===== src/rtl/key_encoder_83_if.sv =====
// Button-to-key-code bundle: raw active-low pins in, debounced code/strobe/count out.
// The master side is the encoder; the slave side is the consumer that drives the pins.
interface key_encoder_83_if;
  logic [7:0] key_n;
  logic [2:0] key_code;
  logic       key_valid;
  logic       key_strobe;
  logic [7:0] press_count;

  modport master (
    input  key_n,
    output key_code,
    output key_valid,
    output key_strobe,
    output press_count
  );

  modport slave (
    output key_n,
    input  key_code,
    input  key_valid,
    input  key_strobe,
    input  press_count
  );
endinterface


===== src/rtl/key_encoder_83.sv =====
// Eight active-low buttons -> synchronized, debounced, priority-encoded 3-bit key code
// with a one-cycle press strobe and a wrapping 8-bit press counter.
module key_encoder_83 #(
  parameter int DEBOUNCE_CYCLES = 500000,
  parameter int CNT_W           = $clog2(DEBOUNCE_CYCLES)
) (
  input  logic             clk,
  input  logic             rst_n,
  key_encoder_83_if.master bus
);

  localparam logic [1:0] IDLE       = 2'd0;
  localparam logic [1:0] DB_PRESS   = 2'd1;
  localparam logic [1:0] HELD       = 2'd2;
  localparam logic [1:0] DB_RELEASE = 2'd3;

  localparam logic [CNT_W-1:0] CNT_LAST = CNT_W'(DEBOUNCE_CYCLES - 1);
  localparam logic [7:0]       ALL_UP   = 8'hFF;

  logic [7:0]       sync1_reg;
  logic [7:0]       sync2_reg;
  logic [1:0]       state_reg;
  logic [CNT_W-1:0] counter_reg;
  logic [7:0]       snapshot_reg;
  logic [2:0]       key_code_reg;
  logic             key_valid_reg;
  logic             key_strobe_reg;
  logic [7:0]       press_count_reg;

  // Two-flop synchronizer per pin; idles high so reset looks like "no key".
  for (genvar gi = 0; gi < 8; gi++) begin : g_sync
    always_ff @(posedge clk or negedge rst_n) begin
      if (!rst_n) begin
        sync1_reg[gi] <= 1'b1;
        sync2_reg[gi] <= 1'b1;
      end else begin
        sync1_reg[gi] <= bus.key_n[gi];
        sync2_reg[gi] <= sync1_reg[gi];
      end
    end
  end

  // Lowest-numbered pressed key wins.
  function automatic logic [2:0] encode(input logic [7:0] v);
    logic [2:0] idx;
    idx = 3'd0;
    for (int i = 7; i >= 0; i--) begin
      if (!v[i]) idx = 3'(i);
    end
    return idx;
  endfunction

  always_ff @(posedge clk or negedge rst_n) begin
    if (!rst_n) begin
      state_reg       <= IDLE;
      counter_reg     <= '0;
      snapshot_reg    <= ALL_UP;
      key_code_reg    <= 3'd0;
      key_valid_reg   <= 1'b0;
      key_strobe_reg  <= 1'b0;
      press_count_reg <= 8'd0;
    end else begin
      key_strobe_reg <= 1'b0;
      case (state_reg)
        IDLE: begin
          if (sync2_reg != ALL_UP) begin
            state_reg    <= DB_PRESS;
            snapshot_reg <= sync2_reg;
            counter_reg  <= '0;
          end
        end
        DB_PRESS: begin
          if (sync2_reg == ALL_UP) begin
            state_reg <= IDLE;
          end else if (sync2_reg != snapshot_reg) begin
            // Key pattern moved mid-debounce: restart timing on the new pattern.
            snapshot_reg <= sync2_reg;
            counter_reg  <= '0;
          end else if (counter_reg == CNT_LAST) begin
            state_reg       <= HELD;
            key_code_reg    <= encode(snapshot_reg);
            key_valid_reg   <= 1'b1;
            key_strobe_reg  <= 1'b1;
            press_count_reg <= press_count_reg + 8'd1;
          end else begin
            counter_reg <= counter_reg + 1'b1;
          end
        end
        HELD: begin
          if (sync2_reg == ALL_UP) begin
            state_reg   <= DB_RELEASE;
            counter_reg <= '0;
          end
        end
        DB_RELEASE: begin
          if (sync2_reg != ALL_UP) begin
            // Release bounce: fall back to HELD without a new strobe.
            state_reg   <= HELD;
            counter_reg <= '0;
          end else if (counter_reg == CNT_LAST) begin
            state_reg     <= IDLE;
            key_valid_reg <= 1'b0;
          end else begin
            counter_reg <= counter_reg + 1'b1;
          end
        end
        default: state_reg <= IDLE;
      endcase
    end
  end

  assign bus.key_code    = key_code_reg;
  assign bus.key_valid   = key_valid_reg;
  assign bus.key_strobe  = key_strobe_reg;
  assign bus.press_count = press_count_reg;

endmodule

===== src/flat_wrapper.sv =====
// flat-port wrapper written by rule: the top's interface ports become plain ports
module key_encoder_83_flat 
#(
  parameter int DEBOUNCE_CYCLES = 500000,
  parameter int CNT_W           = $clog2(DEBOUNCE_CYCLES)
)
  (clk, rst_n, bus_key_n, bus_key_code, bus_key_valid, bus_key_strobe, bus_press_count);
  key_encoder_83_if bus_i ();
  input  logic clk;
  input  logic rst_n;
  input wire logic [$bits(bus_i.key_n)-1:0] bus_key_n;
  output wire logic [$bits(bus_i.key_code)-1:0] bus_key_code;
  output wire logic [$bits(bus_i.key_valid)-1:0] bus_key_valid;
  output wire logic [$bits(bus_i.key_strobe)-1:0] bus_key_strobe;
  output wire logic [$bits(bus_i.press_count)-1:0] bus_press_count;
  assign bus_i.key_n = bus_key_n;
  assign bus_key_code = bus_i.key_code;
  assign bus_key_valid = bus_i.key_valid;
  assign bus_key_strobe = bus_i.key_strobe;
  assign bus_press_count = bus_i.press_count;
  key_encoder_83 #(.DEBOUNCE_CYCLES(DEBOUNCE_CYCLES), .CNT_W(CNT_W)) u_core (.clk(clk), .rst_n(rst_n), .bus(bus_i));
endmodule

===== config.mk =====
export PLATFORM = sky130hd
export DESIGN_NAME = key_encoder_83_flat
export DESIGN_NICKNAME = d
export VERILOG_FILES = /design/src/rtl/key_encoder_83_if.sv /design/src/rtl/key_encoder_83.sv /design/src/flat_wrapper.sv
export SDC_FILE = /design/constraint.sdc
export NUM_CORES = 1
export LEC_CHECK = 0
export ABC_AREA = 1
export BUFFER_PORTS_ARGS = -buffer_cell sky130_fd_sc_hd__buf_4
export CORE_AREA = 4 4 94 69
export DETAILED_ROUTE_END_ITERATION = 6
export DIE_AREA = 0 0 98 73
export GPL_TIMING_DRIVEN = 1
export HOLD_SLACK_MARGIN = 0.08
export PLACE_DENSITY = 0.82
export SLEW_MARGIN = 20
export SYNTH_ARGS = -nofsm -noshare
export SYNTH_HDL_FRONTEND = slang
export SYNTH_SLANG_ARGS = --single-unit

===== constraint.sdc =====
create_clock -name clk -period 2.2 [get_ports clk]
set_input_delay 0.22 -clock clk [delete_from_list [all_inputs] [get_ports clk]]
set_output_delay 0.22 -clock clk [all_outputs]
set_load 0.02 [all_outputs]

; ---- Yosys cells after proc, flatten, opt, wreduce, memory -nomap -nowiden
; Cells that the tools add are included.
[totals]
register_bits = 58
in_bits = 10
output_inout_bits = 13
elab_cells = 90
[classes]
add_sub_neg = 2
eq_ne = 18
n_mux = 37
bitwise_logic = 2
n_reduce_logical = 8
[ops]
columns = operator, n
row1 = 2-to-1 mux 19 bit, 6
row2 = one-hot mux 19 bit (4 select lines), 1
row3 = 2-to-1 mux 3 bit, 8
row4 = 2-to-1 mux 8 bit, 3
row5 = "adder 19 x 1 -> 19 bit, second input constant", 1
row6 = "equality test 19 bit, second input constant", 1
row7 = one-hot mux 8 bit (2 select lines), 1
row8 = 2-to-1 mux 2 bit, 7
row9 = "inequality test 2 x 1 -> 1 bit, second input constant", 5
row10 = 2-to-1 mux 1 bit, 9
row11 = "adder 8 x 1 -> 8 bit, second input constant", 1
row12 = "equality test 8 bit, second input constant", 1
row13 = inequality test 8 bit, 1
row14 = "inequality test 8 bit, second input constant", 1
row15 = one-hot mux 2 bit (4 select lines), 1
row16 = AND reduction 4 bit, 2
row17 = "inequality test 2 bit, second input constant", 3
row18 = "inequality test 3 x 1 -> 1 bit, second input constant", 2
row19 = AND reduction 6 bit, 1
row20 = AND reduction 5 bit, 1
row21 = "equality test 2 bit, second input constant", 2
row22 = nonzero test 2 bit, 2
row23 = "inequality test 3 x 2 -> 1 bit, second input constant", 1
row24 = AND reduction 3 bit, 1
row25 = 4 further kinds, 5

; ---- Depth between registers and ports, before layout
; Gate-level depths: netlist of the first run.
[depth]
depth_word = 8
mapped_depth = 12

; ---- Worst setup path after synthesis of the first run
; No wires, ideal clock.
[synth_path]
path_type = flip-flop to flip-flop
startpoint = register u_core.counter_reg[0]
endpoint = register u_core.press_count_reg[4] (netlist: u_core.bus.press_count[4])
setup_time_ns = 0.117
t_arrival_ns = 1.475
t_required_ns = 2.083
setup_slack_ns = 0.608
stages_incl_launch_ff = 10
path_buffers = 1
period_less_slack_ns = 1.592
path_cell_list = dfrtp_1 ha_1 nand3_2 nor2_1 nand3_1 nor2_2 nand3_4 buf_6 nand2_1 nand2_1
[synth_via]
elab_chain_cells = 2
[synth_rtl]
columns = item, line_no
row1 = from (decl), key_encoder_83.sv:23  ; logic [CNT_W-1:0] counter_reg;
row2 = from (signal assigned), key_encoder_83.sv:86  ; counter_reg <= counter_reg + 1'b1;
row3 = from (signal assigned), key_encoder_83.sv:104  ; counter_reg <= counter_reg + 1'b1;
row4 = equality test 19 bit, key_encoder_83.sv:79  ; end else if (counter_reg == CNT_LAST) begin
row5 = AND reduction 4 bit (no source line), -
row6 = to (signal assigned), key_encoder_83.sv:84  ; press_count_reg <= press_count_reg + 8'd1;
row7 = to (decl), key_encoder_83.sv:28  ; logic [7:0] press_count_reg;
; Every way passes these cells.
; A chain may end at the register's enable or synchronous reset.

; ---- Worst setup path in the final report of the first run
[layout_path]
startpoint = register u_core.counter_reg[1]
endpoint = register u_core.press_count_reg[6] (netlist: u_core.bus.press_count[6])
; Same word-level chain as after synthesis.

==> results of run 1 <==
-- layout make-up --
cell class | instances | area share (%)
Clock inverter | 5 | 0.892
Timing Repair Buffer | 31 | 6.74
Multi-Input combinational cell | 310 | 40.5
Inverter | 58 | 5.95
Tap cell | 75 | 2.48
Sequential cell | 58 | 39.1
Clock buffer | 11 | 4.30
-- power by group through the flow --
stage               logic [mW]  clock network [mW]  registers [mW]
CTS                      0.917               0.975            1.43
floorplan                0.747                   0            1.41
global route              1.05                1.02            1.46
detailed placement       0.901                   0            1.44
finish                   0.922               0.952            1.44
global placement         0.874                   0            1.44
-- per-layer routing --
metal / GRT usage (%) / vias to the layer above / part of all wire, %
met3: 5.83 / 9 / 7.4
met1: 29.7 / 1298 / 47
met2: 33.7 / 110 / 45
met5: 0 / - / 0
li1: - / 1423 / -
met4: 6.14 / 0 / 1.1
-- path summary, 6_finish.rpt --
path | from | end | slack (ns)
hold reg to reg | u_core.sync1_reg[5]$_DFF_PN1_ | u_core.sync2_reg[5]$_DFF_PN1_ | 0.36
hold / removal | u_core.sync1_reg[5]$_DFF_PN1_ | u_core.sync2_reg[5]$_DFF_PN1_ | 0.36
setup reg to reg | u_core.counter_reg[1]$_DFFE_PN0P_ | u_core.bus.press_count[6]$_DFFE_PN0P_ | 0.23
min in group asynchronous | rst_n | u_core.counter_reg[2]$_DFFE_PN0P_ | 0.45
max in group asynchronous | rst_n | u_core.counter_reg[17]$_DFFE_PN0P_ | 1.27
setup / recovery | u_core.counter_reg[1]$_DFFE_PN0P_ | u_core.bus.press_count[6]$_DFFE_PN0P_ | 0.23
-- through the flow --
step,total power [mW],setup slack (ns)
after global routing,3.53,0.0733
after CTS,3.32,0.244
after global placement,2.31,0.362
after detailed placement,2.35,0.271
final,3.31,0.234
after floorplan,2.16,0.608
-- cells in the final DEF (no fill, tap or decap), drive strengths merged, types with 11 or more instances in the layout --
cell and count:
nand2 163, dfstp 24, clkbuf 11, inv 59, nor2 51, dfrtp 34
o21ai 22, nand3 33, nand4 12, buf 22
-- cell families after synthesis --
| kind of cell | after synthesis |
|---|---|
| AO/OA/AOI/OAI | 29 |
| flip-flops | 58 |
| adder cells (fa/ha/maj) | 2 |
| buffers and inverters | 62 |
| AND/OR/NAND/NOR | 269 |
| XOR/XNOR | 10 |
==> qor.yml, run 1 <==
status:
  outcome: "completed"
power:
  p_sw_mw: 1.25
  peakVddDrop_mv: 0.559
  p_seq_share_pct: 43.4
  clkPwrFrac_pct: 28.7
  power_density_mw_per_mm2: 875
  p_int_mw: 2.06
  switching_share_pct: 37.7
  pwr-share-comb_pct: 27.8
  power.leakage_nw: 1.90
worst_hold_path:
  whs_path_depth: 0
  min_path_type: "flip-flop to flip-flop"
synthesis:
  ys_seq_area_share_pct: 45.1
  synth_adder_area_share_pct: 0.762
  synth_mux_area_share_pct: 0
  avgSynthCellArea_um2: 7.64
  synth_top_cell_by_area: "dfrtp_1"
  yosysMostFrequentCell: "nand2_1"
  synth_top_cell_area_share_pct: 25.9
  synth.area.top_cells: "dfrtp_1 (26%), dfstp_2 (19%), nand2_1 (18%)"
  syn_area_mm2: 0.00329
  synthSimpleGateAreaFrac_pct: 37.9
  synth_seq_cells: 58
  postSynthCellCount: 430
  synth_edf_count: 0
  synth-async-reset-ratio_pct: 100
  synth_common_cells: "nand2_1 (156), inv_1 (49), nor2_1 (39)"
  syn-num-nets: 442
  synth_xor_area_share_pct: 2.67
  synth_top_family_by_area: "simple AND/OR/NAND/NOR gates"
  synth.distinct_cells: 30
  yosys_warnings: 0
  ys.flop_type: "dfrtp_1"
  synth_compound_area_share_pct: 5.41
routing:
  num_vias: 2840
  vias_per_cell: 5.18
  drtIter0Drc: 216
  ant_nets: 0
  drc: 0
  post_drt_wl_per_cell_um: 12.7
  finalWirelength_um: 6960
  dr.pass1.iters: 7
sta:
  worstMarginPinSlew_ns: 0.690
  fin_crit_sh_pct: 89.4
  fmax_ghz: 0.509
  finalHoldViolations: 0
  tns_ns: 0
  relSlewSlack_pct: 54.0
  fin_skew_ns: 0.00899
  finalSetupViolCount: 0
  holdWs_ns: 0.358
  rsz0062_at_grt: "false"
  maxSlewViolCount: 0
  period_needed_ns: 1.97
clocking:
  clockBufferDepth: 2
  cts_num_sinks: 58
  cts_hold_buf: 9
  cts_tree: "built"
  worstSkewPairLatency_ns: 0.34
  cts_resized: 0
  cts_buffers: 9
  clock-root-buffer: "clkbuf_8"
  clkTransAtPathRegs_ns: 0.07
  htreeDepth: 3
  postCtsSetupBuffers: 0
global_routing:
  antenna_found_initial: 0
  grtUsageTotal_pct: 21.5
  grt_pass1_vias: 2634
  grt_max_degree: 59
  grt_pass1_wl_um: 12200
  grt_overflow: 0
setup_path:
  worstPathMaxFanout: 17
  r2r_cells: 9
  cp-end-kind: "flip-flop"
  cpPeakStageDelay_ns: 0.39
  arrival_ns: 2.25
  cp_slowest_cell: "dfrtp_1"
  start_kind: "flip-flop"
  cp.depth: 9
  crit_family: "simple AND/OR/NAND/NOR gates"
  crit_path_cell_trace: "ha_1, nand3_2, nor2_1, nand3_1, nor2_2, nand3_4, inv_1, nand2_1, nand2_1"
  worstSetupPathType: "flip-flop to flip-flop"
  cp.required_ns: 2.48
  path_buf_inv: 1
  cpMostUsedCell: "nand2_1"
cells_and_area:
  fin_area_mm2: 0.00379
  syn2layout_area_growth_pct: 15.2
  nFillCells: 471
  instances_no_fill: 548
  multi_input_area_mm2: 0.00153
  drive_gt1_share_pct: 22.0
  utilization_pct: 67.5
  largest_reg_flops: 19
  antenna_cells: 0
  regArea_mm2: 0.00148
  layout.nets: 480
placed_design:
  port_buffers: 22
  gp_congestion: 0.928
  dp.cells: 523
  dp_hpwl_um: 4870
  postPlaceCellArea_mm2: 0.00350
floorplanning:
  dieHeight_um: 73
  coreArea_mm2: 0.00561
  fp.dieW_um: 98
  rows: 23
  ios: 23
  dieArea_mm2: 0.00715
  start_util_pct: 58.6
job:
  drv_cap: 0
No activity file was read; power rests on OpenSTA's default activity.
==> run 2, diff against run 1 <==
==> constraint.sdc (replaced) <==
create_clock -name clk -period 2.2 [get_ports clk]
set_input_delay 0.33 -clock clk [delete_from_list [all_inputs] [get_ports clk]]
set_output_delay 0.33 -clock clk [all_outputs]
set_load 0.02 [all_outputs]
==> run 2 against run 1 <==
Design area is 1.6% lower; sequential share of layout area is 0.63 points higher; register-to-register slack better by 0.02 ns; fmax is 0.92% higher; final cell count is 1.1% lower; sequential cell count stayed put; non-clock buffer count is 6 lower; setup slack better by 0.018 ns; critical path type unchanged.
==> qor.yml, run 2 (synthesized netlist as in run 1, its figures left out) <==
cells_and_area:
  drive_gt1_share_pct: 22.3  # +0.28 points
  largest_reg_flops: 19  # unchanged
  syn2layout_area_growth_pct: 13.4
  final_cell_mix: "nand2_1 (156), inv_1 (49), nor2_1 (39)"
  layout.nets: 474  # -1.3%
  nFillCells: 476  # +1.1%
  antenna_cells: 0  # unchanged
  final_common_cell: "nand2_1"
clocking:
  clock-root-buffer: "clkbuf_8"
  cts_buffers: 9  # unchanged
  cts_num_sinks: 58  # unchanged
  cts_hold_buf: 1  # -8
  worstSkewPairLatency_ns: 0.34  # about the same
  clkTransAtPathRegs_ns: 0.07  # about the same
  htreeDepth: 3  # unchanged
  cts_tree: "built"
  postCtsSetupBuffers: 0  # unchanged
  clockBufferDepth: 2  # unchanged
  cts_resized: 0  # unchanged
global_routing:
  antenna_found_initial: 0  # unchanged
  grt_overflow: 0  # unchanged
  grtUsageTotal_pct: 21.4  # -0.17 points
  grt_pass1_wl_um: 12100  # -0.85%
  grt_pass1_vias: 2608  # -0.99%
  grt_max_degree: 59  # unchanged
setup_path:
  timing.rr.end: "u_core.bus.press_count[6]$_DFFE_PN0P_"
  cpPeakStageDelay_ns: 0.39  # about the same
  arrival_ns: 2.23  # -0.02 ns
  reg2reg_slack_ns: 0.25  # +0.02 ns
  worstSetupPathType: "flip-flop to flip-flop"
  cpMostUsedCell: "nand2_1"
  r2r-start: "u_core.counter_reg[0]$_DFFE_PN0P_"
  cp-end-kind: "flip-flop"
  r2r_cells: 9  # unchanged
  crit_path_cell_trace: "ha_1, nand3_2, nor2_1, nand3_1, nor2_2, nand3_4, inv_1, nand2_1, nand2_1"
  cp.required_ns: 2.48  # about the same
  cp.depth: 9  # unchanged
  worstPathMaxFanout: 17  # unchanged
  start_kind: "flip-flop"
  crit_family: "simple AND/OR/NAND/NOR gates"
  path_buf_inv: 1  # unchanged
  cp_slowest_cell: "dfrtp_1"
floorplanning:
  fp.dieW_um: 98  # unchanged
  dieHeight_um: 73  # unchanged
  coreArea_mm2: 0.00561  # unchanged
  rows: 23  # unchanged
  dieArea_mm2: 0.00715  # unchanged
  start_util_pct: 58.6  # unchanged
  ios: 23  # unchanged
routing:
  dr.pass1.iters: 5  # -2
  drtIter0Drc: 209  # -3.2%
  ant_nets: 0  # unchanged
  drc: 0  # unchanged
  num_vias: 2823  # -0.60%
  post_drt_wl_per_cell_um: 12.8  # +0.64%
  vias_per_cell: 5.21  # +0.50%
  finalWirelength_um: 6930  # -0.46%
sta:
  finalSetupViolCount: 0  # unchanged
  rsz0062_at_grt: "false"
  fin_crit_sh_pct: 88.6  # -0.81 points
  fmax_ghz: 0.513  # +0.92%
  worstMarginPinSlew_ns: 0.690  # -0.000434 ns
  finalHoldViolations: 0  # unchanged
  fin_skew_ns: 0.00915  # +0.000156 ns
  maxSlewViolCount: 0  # unchanged
  period_needed_ns: 1.95  # -0.0179 ns
  relSlewSlack_pct: 54.0  # about the same
  tns_ns: 0  # unchanged
placed_design:
  port_buffers: 22  # unchanged
  gp_congestion: 0.928  # unchanged
  dp_hpwl_um: 4870  # unchanged
power:
  peakVddDrop_mv: 0.557  # -0.49%
  power_density_mw_per_mm2: 886  # +1.3%
  power.leakage_nw: 1.87  # -1.3%
  power_mw: 3.30  # -0.31%
worst_hold_path:
  whs_path_depth: 1  # +1
  hold_start: "bus_key_n[4]"
  min_path_type: "primary input to flip-flop"
  worstHoldEndpoint: "u_core.sync1_reg[4]$_DFF_PN1_"
job:
  drv_cap: 0  # unchanged
status:
  outcome: "completed"
run 2: changes by cell type in the layout (fill, tap and decap cells not counted), sizes merged:
| cell | previous run | this run |
|---|---|---|
| dlygate4sd3 | 9 | 3 |
run 2: power breakdown:
group	switching, mW	internal (mW)	total [mW]
Sequential	0.171	1.27	1.44
Combinational	0.632	0.280	0.912
Clock	0.443	0.508	0.951
run 2: worst max-delay path by stage:
stage                                            from                                     to  slack [ns]
floorplan           u_core.counter_reg[0]$_DFFE_PN0P_  u_core.bus.press_count[4]$_DFFE_PN0P_        0.61
global placement    u_core.counter_reg[0]$_DFFE_PN0P_  u_core.bus.press_count[1]$_DFFE_PN0P_        0.36
detailed placement  u_core.counter_reg[0]$_DFFE_PN0P_  u_core.bus.press_count[6]$_DFFE_PN0P_        0.27
CTS                 u_core.counter_reg[0]$_DFFE_PN0P_  u_core.bus.press_count[6]$_DFFE_PN0P_        0.24
global route        u_core.counter_reg[0]$_DFFE_PN0P_  u_core.bus.press_count[6]$_DFFE_PN0P_        0.07
finish              u_core.counter_reg[0]$_DFFE_PN0P_  u_core.bus.press_count[6]$_DFFE_PN0P_        0.25
run 2: area by class of cell:
class	instances	area (um2)	share of cell area (%)
Clock inverter	5	33.8	0.907
Clock buffer	11	163	4.37
Inverter	58	225	6.04
Timing Repair Buffer	25	195	5.24
Sequential cell	58	1480	39.8
Tap cell	75	93.8	2.52
Multi-Input combinational cell	310	1530	41.2
run 2: through the flow:
stage | cell area, um2 | std cells | util, % | setup slack [ns] | hold slack [ns]
after floorplan | 3290 | 430 | - | 0.608 | 0.0344
after global placement | 3500 | 523 | 62.4 | 0.362 | 0.346
after detailed placement | 3500 | 523 | 62.4 | 0.271 | 0.347
after CTS | 3710 | 540 | 66.0 | 0.244 | 0.0851
after global routing | 3730 | 542 | 66.4 | 0.0733 | 0.0809
final | 3730 | 542 | 66.4 | 0.251 | 0.0955
run 2: routing by layer:
metal	up-vias	routed length [um]	track usage, %
li1	1411	-	-
met1	1312	3240	29.5
met2	87	3130	33.4
met3	13	454	5.83
met4	0	95	6.14
met5	-	0	0
